[config.mk]
export PLATFORM = sky130hd
export DESIGN_NAME = mem_compare_engine
export DESIGN_NICKNAME = d
export VERILOG_FILES = /design/src/rtl/mem_compare_engine.sv
export SDC_FILE = /design/constraint.sdc
export NUM_CORES = 1
export LEC_CHECK = 0
export CORE_MARGIN = 1.5
export CORE_UTILIZATION = 40
export CTS_CLUSTER_DIAMETER = 200
export DETAILED_ROUTE_END_ITERATION = 10
export PLACE_DENSITY_LB_ADDON = 0.2
export SLEW_MARGIN = 25
export SYNTH_ARGS = -nofsm -noshare
export SYNTH_HDL_FRONTEND = slang
export SYNTH_SLANG_ARGS = --single-unit
[constraint.sdc]
create_clock -name Clk -period 4.56 [get_ports Clk]
set_clock_uncertainty 0.2 [all_clocks]
set_input_delay 0.912 -clock Clk [delete_from_list [all_inputs] [get_ports Clk]]
set_output_delay 0.912 -clock Clk [all_outputs]
set_load 0.005 [all_outputs]
[src/rtl/mem_compare_engine.sv]
// mem_compare_engine: streams an address window out of two SRAM-style read
// ports (result memory A, golden memory B) and reports the mismatch count
// plus the address and data of the first mismatch.
// Optional build macro MEMCMP_MASK_EN adds a Mask input (captured on Go) that
// restricts which bits take part in the compare.
module mem_compare_engine #(
  parameter int unsigned A_WIDTH = 13,
  parameter int unsigned D_WIDTH = 8
) (
  input  logic               Clk,
  input  logic               Rst,
  input  logic               Go,
  input  logic [A_WIDTH-1:0] First,
  input  logic [A_WIDTH-1:0] Last,
  input  logic               Stop_First,
`ifdef MEMCMP_MASK_EN
  input  logic [D_WIDTH-1:0] Mask,
`endif
  output logic [A_WIDTH-1:0] Addr,
  output logic               En,
  output logic               Rw,
  input  logic [D_WIDTH-1:0] A_Data,
  input  logic [D_WIDTH-1:0] B_Data,
  output logic               Busy,
  output logic               Done,
  output logic               Pass,
  output logic [A_WIDTH:0]   Err_Count,
  output logic               Err_Valid,
  output logic [A_WIDTH-1:0] Err_Addr,
  output logic [D_WIDTH-1:0] Err_A,
  output logic [D_WIDTH-1:0] Err_B
);

  typedef enum logic [1:0] {
    S_IDLE,
    S_SCAN,
    S_DRAIN,
    S_DONE
  } state_t;

  localparam logic [A_WIDTH-1:0] ADDR_ONE = {{(A_WIDTH-1){1'b0}}, 1'b1};
  localparam logic [A_WIDTH:0]   CNT_ONE  = {{A_WIDTH{1'b0}}, 1'b1};

  state_t             state, state_nxt;
  logic [A_WIDTH-1:0] addr_cnt;
  logic [A_WIDTH-1:0] last_r;
  logic               stop_r;
  logic               cmp_vld;
  logic [A_WIDTH-1:0] cmp_addr;
  logic [D_WIDTH-1:0] diff;
  logic               mismatch;
  logic               start;
`ifdef MEMCMP_MASK_EN
  logic [D_WIDTH-1:0] mask_r;
`endif

  // Compare stage decode, next-state selection and control outputs
  always_comb begin
    state_nxt = state;
`ifdef MEMCMP_MASK_EN
    diff      = (A_Data ^ B_Data) & mask_r;
`else
    diff      = A_Data ^ B_Data;
`endif
    mismatch  = cmp_vld && (diff != '0);
    start     = Go && ((state == S_IDLE) || (state == S_DONE));
    En        = (state == S_SCAN);
    Addr      = (state == S_SCAN) ? addr_cnt : '0;
    Rw        = 1'b0;
    Busy      = (state == S_SCAN) || (state == S_DRAIN);
    Done      = (state == S_DONE);
    Pass      = (state == S_DONE) && (Err_Count == '0);
    unique case (state)
      S_IDLE, S_DONE: if (Go) state_nxt = S_SCAN;
      // a stop-on-first-error hit wins over reaching the end of the window
      S_SCAN: begin
        if (stop_r && mismatch)      state_nxt = S_DONE;
        else if (addr_cnt == last_r) state_nxt = S_DRAIN;
      end
      S_DRAIN: state_nxt = S_DONE;
      default: state_nxt = S_IDLE;
    endcase
  end

  // State register
  always_ff @(posedge Clk or negedge Rst) begin
    if (!Rst) state <= S_IDLE;
    else      state <= state_nxt;
  end

  // Window capture, address counter, read pipeline and error capture
  always_ff @(posedge Clk or negedge Rst) begin
    if (!Rst) begin
      addr_cnt  <= '0;
      last_r    <= '0;
      stop_r    <= 1'b0;
      cmp_vld   <= 1'b0;
      cmp_addr  <= '0;
      Err_Count <= '0;
      Err_Valid <= 1'b0;
      Err_Addr  <= '0;
      Err_A     <= '0;
      Err_B     <= '0;
`ifdef MEMCMP_MASK_EN
      mask_r    <= '0;
`endif
    end else if (start) begin
      addr_cnt  <= First;
      last_r    <= Last;
      stop_r    <= Stop_First;
      cmp_vld   <= 1'b0;
      Err_Count <= '0;
      Err_Valid <= 1'b0;
      Err_Addr  <= '0;
      Err_A     <= '0;
      Err_B     <= '0;
`ifdef MEMCMP_MASK_EN
      mask_r    <= Mask;
`endif
    end else begin
      if (state == S_SCAN) begin
        addr_cnt <= addr_cnt + ADDR_ONE;
        cmp_addr <= addr_cnt;
      end
      // the read issued in the cycle of a stopping mismatch is dropped here
      cmp_vld <= (state == S_SCAN) && (state_nxt != S_DONE);
      if (mismatch) begin
        Err_Count <= Err_Count + CNT_ONE;
        if (!Err_Valid) begin
          Err_Valid <= 1'b1;
          Err_Addr  <= cmp_addr;
          Err_A     <= A_Data;
          Err_B     <= B_Data;
        end
      end
    end
  end

endmodule

==> key figures <==
Status
  • Status: finished clean

Global routing
  • Largest net degree at the start of global routing: 88
  • GRT Total Usage: 19.03%
  • Initial antenna violation count: 0
  • Total grt overflow: 0
  • First-pass GRT wire length: 17230 um
  • Vias in the first global route: 3517

Critical path
  • Crit Path Class: flop to primary output
  • Crit path cell chain: inv_1 > ha_1 > nand2_1 > inv_1 > clkdlybuf4s50_1
  • Crit path to: Addr[10]
  • CP startpoint: state[1]
  • Worst reg2reg path endpoint: Err_Count[5]
  • Cell depth of the worst flop-to-flop path: 7
  • Crit. End Element: primary output
  • Critical Path Source Type: flop
  • Crit-path max FO: 25
  • CP arrival: 2.39 ns
  • Reg2reg start: state[0]
  • Critical path's slowest cell: ha_1
  • Required time worst endpoint: 3.45 ns
  • Delay of the slowest critical-path stage: 0.69 ns
  • R2r setup slk: 2.16 ns
  • Cell mode on critical path: inv_1

Logic synthesis
  • Mapped Area: 0.004294 sq mm
  • Synth Area in Simple Gates: 21.33%
  • Post-synthesis cell type count: 51
  • Largest family of logic cells by synthesized area: simple AND/OR/NAND/NOR gates
  • Post-synth top area share: 50.70%
  • Syn_nets: 508
  • Avg Inst Size Synth: 9.417 sq um
  • XOR/XNOR Fraction of Synth Area: 7.547%
  • Number of synthesized flops with an enable pin: 0
  • Post-synthesis compound-gate area fraction: 11.07%
  • Yosys reg bits: 87
  • Post-Synthesis Cells: 456
  • Synth Flop Type: dfrtp_1
  • Mux cell area share after synthesis: 3.846%
  • Seq/Total Area, Yosys: 50.70%
  • Synthesis Warnings: 0
  • Synth Area in Adders: 1.748%
  • Async S/R FF share, synth: 100.0%
  • Synth area leaders: dfrtp_1 51%, nand2_1 11%, a21oi_1 4.5%, xnor2_1 3.9%, xor2_1 3.7%
  • Post-synth top area cell: dfrtp_1

Placed design
  • Placed cells: 677
  • Gpl congestion: 0.8054
  • Placed Area: 0.005445 sq mm
  • IO Port Bufs: 106
  • Setup WS pre-CTS: 1.251 ns
  • Post-DP HPWL: 7191 um

Clock tree
  • Post-cts resize count: 0
  • CTS Buf Count: 9
  • Max Buffers Root-to-Sink: 2
  • H-tree levels: 3
  • Hold_buf cts: 0
  • Clock transition at path regs: 0.10 ns
  • Num Clock Sinks: 87
  • Worst skew pair latency: 0.36 ns
  • Root Driver: clkbuf_8
  • Setup repair bufs after CTS: 0
  • CTS tree: yes

Routing
  • Drt wl/cell: 14.91 um
  • DR vias/cell: 5.038
  • Post-route ant nets: 0
  • Routed Wire Length: 10330 um
  • Total number of vias: 3491
  • Drt pass-1 iters: 4
  • DRC marker count from the first detailed-route iteration: 138
  • DRC errors left: 0

Pwr
  • Max VDD drop: 0.0003413 V
  • Power density cells: 613.6 mW/mm^2
  • Leak pwr: 2.408 nW
  • Pwr Total: 3.467 mW

Floorplan
  • # IOs: 108
  • Die W: 106.6 um
  • Cell Rows: 37
  • Die Span Y: 106.6 um
  • Initial Util: 41.41%
  • Core box area: 0.01037 sq mm
  • Die Footprint: 0.01137 sq mm

Min path
  • Hold Path Class: flop to flop

Cells and area
  • Area delta synth->final: 31.56%
  • FF/Latch Area: 0.002177 sq mm
  • Commonest non-fill, non-tap cells in the layout: 129 x nand2_1, 105 x clkdlybuf4s50_1, 87 x dfrtp_1
  • Antenna cells: 0
  • Utilization after layout: 54.48%
  • Layout cells sized above 1: 8.079%
  • Finished Layout Cells: 693
  • Design area: 0.005649 sq mm
  • Final #Nets: 604
  • Fill count: 963
  • Commonest non-fill, non-tap cell in the layout: nand2_1
  • Multi-input gate area in the final layout: 0.001969 sq mm

STA
  • Worst slew pin tran: 0.8371 ns
  • Hold_ws: 0.3049 ns
  • Unrepaired setup endpoints after global routing: false
  • Achievable Freq: 285.3 MHz
  • Final hold violation count: 0
  • Relative slew slack: 44.19%
  • Final setup vio count: 0
  • Setup ws final: 1.056 ns
  • Setup TNS: 0 ns
  • Slew Viols, Final: 0
  • Crit path time final: 3.504 ns
  • Fin crit share: 76.85%

Run
  • # Max-Cap Violations: 0
## report_power, final
group	total [mW]	switching, mW	internal (mW)
Sequential	1.38	0.294	1.09
Clock	0.550	0.291	0.259
Combinational	1.53	0.721	0.813
## flip-flops by register name (all words and copies together), names as in the netlist
register,count
Err_A,8
Err_Addr,13
Err_B,8
Err_Count,14
Err_Valid,1
addr_cnt,13
cmp_addr,13
cmp_vld,1
last_r,13
state,2
stop_r,1
## how the worst min path moves through the flow
stage	from	end	slack [ns]	cells after the start
2_1_floorplan	last_r[0]	last_r[0]	0.27	2
5_1_grt	last_r[5]	last_r[5]	0.32	2
3_5_place_dp	last_r[11]	last_r[11]	0.29	2
3_3_place_gp	last_r[9]	last_r[9]	0.28	2
4_1_cts	last_r[5]	last_r[5]	0.31	2
6_report	last_r[11]	last_r[11]	0.30	2
## synth_stat cells (all sizes together) (4+ instances only)
library cell	count
clkbuf	16
nand4	9
nand3	4
a21oi	39
o21ai	15
and2	13
and4	6
nor2	21
mux2	12
xnor2	19
xor2	18
inv	9
dfrtp	87
and3	4
ha	6
nand2	130
buf	8
## final cells by class
type                            instances  area share (%)
Sequential cell                        87           38.54
Multi-Input combinational cell        336           34.86
Timing Repair Buffer                  109           19.42
Tap cell                              136           3.012
Clock buffer                            9           2.193
Clock inverter                          7           1.373
Inverter                                9          0.5980
## worst max-delay path, delay by kind of cell (launching register included)
kind	cells	cell delay, ns
buf+inv	3	0.70
fa+ha+maj	1	0.69
flops	1	0.42
simple gates	1	0.22
## cells by family (layout without fill, tap and decap cells)
kind of cell	Yosys count	after routing
DFF	87	87
muxes	15	15
xor gates and xnor gates	37	37
buffers and inverters	33	134
and+or+nand+nor	201	201
adders and majority gates	6	6
other	1	1
AOI/OAI and AO/OA	76	76
## layer usage
metal	up-vias	part of all wire [%]	GRT usage (%)
li1	1722	-	-
met1	1658	46	26.02
met2	99	48	30.72
met3	12	5.1	3.100
met4	0	1.4	6.571
met5	-	0	0
No activity file was read; power rests on OpenSTA's default activity.
